$ cat config.mk
export PLATFORM = sky130hd
export DESIGN_NAME = pipeline_ctrl
export DESIGN_NICKNAME = d
export VERILOG_FILES = /design/src/rtl/pipeline_ctrl.sv
export SDC_FILE = /design/constraint.sdc
export NUM_CORES = 1
export LEC_CHECK = 0
export ABC_AREA = 1
export CAP_MARGIN = 20
export CORE_AREA = 5 5 151 124
export CTS_CLUSTER_DIAMETER = 50
export DETAILED_ROUTE_END_ITERATION = 8
export DIE_AREA = 0 0 156 129
export GPL_TIMING_DRIVEN = 1
export PLACE_DENSITY = 0.44
export SYNTH_ARGS = -nofsm -noshare
export SYNTH_HDL_FRONTEND = slang
export SYNTH_SLANG_ARGS = --single-unit
$ cat constraint.sdc
create_clock -name CLK -period 4.8 [get_ports CLK]
set_clock_uncertainty 0.1 [all_clocks]
set_input_delay 0.72 -clock CLK [delete_from_list [all_inputs] [get_ports CLK]]
set_output_delay 0.72 -clock CLK [all_outputs]
set_load 0.01 [all_outputs]
$ cat src/rtl/pipeline_ctrl.sv
// pipeline_ctrl: hazard/sequencing controller for the 5-stage pipeline.
// Drives PC and pipe-register enables and flushes, a stall status code, a
// sticky halt flag, and saturating stall/flush performance counters.
module pipeline_ctrl #(
  parameter int CNT_W = 32
) (
  input  logic             CLK,
  input  logic             RST,
  input  logic             ihit,
  input  logic             dhit,
  input  logic             mem_req,
  input  logic [4:0]       id_rs,
  input  logic [4:0]       id_rt,
  input  logic             ex_dataread,
  input  logic [4:0]       ex_wsel,
  input  logic             ex_br_taken,
  input  logic             id_jump,
  input  logic             ex_halt,
  input  logic             wb_halt,
  output logic             pc_en,
  output logic             ifid_en,
  output logic             idex_en,
  output logic             exmem_en,
  output logic             memwb_en,
  output logic             ifid_flush,
  output logic             idex_flush,
  output logic [2:0]       stall,
  output logic             halt,
  output logic [CNT_W-1:0] stall_cycles,
  output logic [CNT_W-1:0] flush_count
);

  // IDEX_STALL and EXMEM_STALL are part of the shared encoding but unused here.
  typedef enum logic [2:0] {
    NO_STALL    = 3'd0,
    IFID_STALL  = 3'd1,
    IDEX_STALL  = 3'd2,
    EXMEM_STALL = 3'd3,
    FULL_STALL  = 3'd4
  } pipe_stall_t;

  typedef enum logic [1:0] {RUN, DRAIN, HALTED} state_t;

  state_t           state_q, state_d;
  logic             halt_q;
  logic [CNT_W-1:0] stall_q, flush_q;
  pipe_stall_t      stall_e;
  logic             flush_ev;
  logic             dwait, load_use;

  assign dwait    = mem_req & ~dhit;
  assign load_use = ex_dataread & (ex_wsel != 5'd0) &
                    ((ex_wsel == id_rs) | (ex_wsel == id_rt));

  // Next state, enables, flushes and stall code by priority within each state
  always_comb begin
    state_d    = state_q;
    pc_en      = 1'b0;
    ifid_en    = 1'b0;
    idex_en    = 1'b0;
    exmem_en   = 1'b0;
    memwb_en   = 1'b0;
    ifid_flush = 1'b0;
    idex_flush = 1'b0;
    stall_e    = FULL_STALL;
    flush_ev   = 1'b0;
    if (RST) begin
      state_d = RUN;
    end else begin
      case (state_q)
        RUN: begin
          if (dwait) begin
            stall_e = FULL_STALL;
          end else if (ex_halt) begin
            // Halt in EX: stop fetching and bubble younger stages immediately.
            ifid_en    = 1'b1;
            ifid_flush = 1'b1;
            idex_en    = 1'b1;
            idex_flush = 1'b1;
            exmem_en   = 1'b1;
            memwb_en   = 1'b1;
            stall_e    = IFID_STALL;
          end else if (ex_br_taken) begin
            // Taken branch beats an imem miss: the wrong-path fetch is discarded.
            {pc_en, ifid_en, idex_en, exmem_en, memwb_en} = 5'b11111;
            ifid_flush = 1'b1;
            idex_flush = 1'b1;
            stall_e    = NO_STALL;
            flush_ev   = 1'b1;
          end else if (!ihit) begin
            {ifid_en, idex_en, exmem_en, memwb_en} = 4'b1111;
            ifid_flush = 1'b1;
            stall_e    = IFID_STALL;
          end else if (load_use) begin
            {idex_en, exmem_en, memwb_en} = 3'b111;
            idex_flush = 1'b1;
            stall_e    = IFID_STALL;
          end else if (id_jump) begin
            {pc_en, ifid_en, idex_en, exmem_en, memwb_en} = 5'b11111;
            ifid_flush = 1'b1;
            stall_e    = NO_STALL;
            flush_ev   = 1'b1;
          end else begin
            {pc_en, ifid_en, idex_en, exmem_en, memwb_en} = 5'b11111;
            stall_e = NO_STALL;
          end
          if (wb_halt)                 state_d = HALTED;
          else if (ex_halt && !dwait)  state_d = DRAIN;
        end
        DRAIN: begin
          ifid_en    = 1'b1;
          ifid_flush = 1'b1;
          idex_en    = 1'b1;
          idex_flush = 1'b1;
          exmem_en   = ~dwait;
          memwb_en   = ~dwait;
          stall_e    = dwait ? FULL_STALL : IFID_STALL;
          if (wb_halt) state_d = HALTED;
        end
        HALTED: state_d = HALTED;
        default: state_d = RUN;
      endcase
    end
  end

  assign stall        = stall_e;
  assign halt         = halt_q;
  assign stall_cycles = stall_q;
  assign flush_count  = flush_q;

  // State, sticky halt and saturating counters
  always_ff @(posedge CLK) begin
    if (RST) begin
      state_q <= RUN;
      halt_q  <= 1'b0;
      stall_q <= '0;
      flush_q <= '0;
    end else begin
      state_q <= state_d;
      halt_q  <= (state_d == HALTED);
      if (state_q != HALTED && stall_e != NO_STALL && stall_q != '1)
        stall_q <= stall_q + 1'b1;
      if (flush_ev && flush_q != '1)
        flush_q <= flush_q + 1'b1;
    end
  end

endmodule

==> reports/metrics.csv <==
metric,value,unit
final setup TNS,0,ns
largest net degree at the start of global routing,63,
Layout area overhead,30.1,%
CTS tree,built,
Die ar.,0.0201,sq mm
share of cells above drive strength 1,5.63,%
die width,156,um
Worst EP arrival,2.75,ns
CTS Sinks,67,
Rel. slew slack,38.5,%
outcome,completed,
RSZ-0062 raised after global routing,no,
sequential-to-total area share from yosys stat,28.9,%
fmax,280,MHz
Clock Tree Root,clkbuf_16,
Leak,2.17,nW
Yosys reg bits,67,
Ys Warns,0,
# nets final,823,
Crit path required time,3.98,ns
final hold vios,0,
via count,4949,
Final setup viols,0,
total CTS buffers,9,
number of global-route vias before repair,4575,
die span in y,129,um
Filler cells,1860,
total I/O pin count,100,
Setup Crit Path Kind,input pin to output pin,
I/O Buffers,98,
cts hold-fix bufs,0,
Mapped Avg Cell Area,6.50,sq um
Tmin final,3.57,ns
drt wl/cell,16.0,um
"EDFF count, synth",0,
first-pass GRT wire length,26.0,mm
antenna cells,0,
H-tree depth,3,
Final Power,1.44,mW
PostCTS Resize Cnt,0,
Startpoint Class,input pin,
"count leader, synth",nand2_1,
Max Buffers Root-to-Sink,2,
starting density of the core,27.3,%
Mapped Cells,715,
syn nets,742,
Syn Std Cell Area,0.00465,sq mm
post-DR vias/cell,4.83,
Clock Pin Slew Worst Setup and Hold Paths,0.06,ns
initial antenna violation count,0,
Final Max Slew Viols,0,
Routed WL,16.4,mm
"antenna viol nets, final",0,
Tightest Hold Check Type,flip-flop to flip-flop,
core box area,0.0171,sq mm
maximum resistive drop on vdd,0.168,mV
Placer Congestion,0.945,
DR pass1 iterations,6,
"top cells by count, synth","202 x nand2_1, 77 x nor2_1, 67 x dfxtp_1",
max-cap violations,0,
Total Routing Usage GR,16.2,%
"top cells by area, synth","dfxtp_1 29%, nand2_1 16%, nand4_1 8.7%",
total gr overflow,0,
worst slew pin tran,0.920,ns
Yosys top cell by area,dfxtp_1,
critical path peak fanout,5,
1st-iter DRT viols,380,
DP HPWL,12.1,mm
library cells used by synthesis,36,
standard-cell rows,43,
period utilization,74.4,%
Synth top area share,28.9,%
"Top FF cell, synth",dfxtp_1,
Post-CTS Setup Repair Bufs,0,
Worst-Skew Late Latency,0.34,ns
DP Area,0.00574,sq mm
post-route cell area,0.00605,sq mm
Setup crit end kind,output pin,
DRC violations left,0,
PD cells,238,mW/mm^2
fraction of registers with async set/reset,0,%
-- registers in the layout, indices dropped and copies added (netlist names) --
| register | flops |
|---|---|
| stall_cycles | 32 |
| halt | 1 |
| flush_count | 32 |
| state_q | 2 |
-- kinds of logic after synthesis --
family	count (synthesis)	synth area share [%]
flops	67	28.9
other cells	1	0.0807
fa+ha+maj	2	0.538
buf+inv	98	9.64
xor+xnor	55	10.4
simple gates	422	42.6
compound gates	70	7.91
-- metrics by stage --
stage	worst slack (ns)	utilization [%]	std cells	hold WS (ns)
after floorplan	2.19	-	715	0.395
after global placement	1.28	33.6	1010	0.368
after detailed placement	1.24	33.6	1010	0.391
after CTS	1.23	35.5	1025	0.400
after global routing	1.04	35.5	1025	0.440
final	1.23	35.5	1025	0.398
-- worst max-delay path, stage by stage --
cell,delay (ns)
clkdlybuf4s50_1,0.52
inv_1,0.10
nand2_1,0.07
nand2_1,0.06
nor2_1,0.11
nand3_1,0.07
nand2_1,0.08
nand2_1,0.08
nand2_2,0.11
nand2_4,0.10
a21oi_1,0.15
clkdlybuf4s50_1,0.57
-- where the power goes --
group | internal [mW] | leakage, nW | total, mW | switching, mW
clock | 0.456 | 0.155 | 0.706 | 0.250
sequential | 0.563 | 0.541 | 0.571 | 0.00816
combinational | 0.0603 | 1.47 | 0.160 | 0.0997
-- cells in the final DEF (no fill, tap or decap), types with 2 or more instances in the layout --
master | Yosys | routed
nand3_1 | 23 | 23
nand3_4 | 2 | 2
buf_4 | 5 | 4
ha_1 | 2 | 2
clkbuf_8 | 0 | 4
xor2_1 | 32 | 32
nand3_2 | 3 | 3
nor3_1 | 28 | 28
nor3_2 | 3 | 3
nor2_1 | 77 | 77
nor2_2 | 5 | 5
inv_1 | 64 | 64
inv_2 | 2 | 2
xnor2_1 | 23 | 23
clkdlybuf4s50_1 | 0 | 97
dfxtp_1 | 67 | 67
nand4_2 | 2 | 2
nand3b_1 | 3 | 3
nand2_1 | 202 | 202
a21oi_1 | 60 | 60
clkbuf_16 | 0 | 9
nor2_4 | 2 | 2
nand2_4 | 2 | 2
o21ai_0 | 5 | 5
o21bai_1 | 2 | 2
nand4_1 | 65 | 65
-- area by class of cell --
| class | count | area [sq um] | share of cell area (%) |
|---|---|---|---|
| Clock buffer | 14 | 284 | 4.69 |
| Clock inverter | 1 | 30.0 | 0.496 |
| Inverter | 66 | 248 | 4.10 |
| Multi-Input combinational cell | 550 | 2860 | 47.3 |
| Sequential cell | 67 | 1340 | 22.2 |
| Tap cell | 225 | 282 | 4.65 |
| Timing Repair Buffer | 102 | 1010 | 16.6 |
-- per-layer routing --
metal | up-vias | global-route usage, % | wire [um]
met4 | 0 | 4.32 | 157
met3 | 11 | 3.40 | 915
met2 | 143 | 22.0 | 6520
met1 | 2286 | 25.5 | 8850
li1 | 2509 | - | -
met5 | - | 0 | 0
-- final timing paths --
path	from	end	slack, ns	depth (start not counted)
max reg2reg	flush_count[0]	flush_count[31]	1.63	9
min	stall_cycles[31]	stall_cycles[31]	0.40	2
max	ex_wsel[1]	stall[0]	1.23	12
min reg2reg	stall_cycles[31]	stall_cycles[31]	0.40	2
Note: power is estimated with default switching activity, not from simulation.
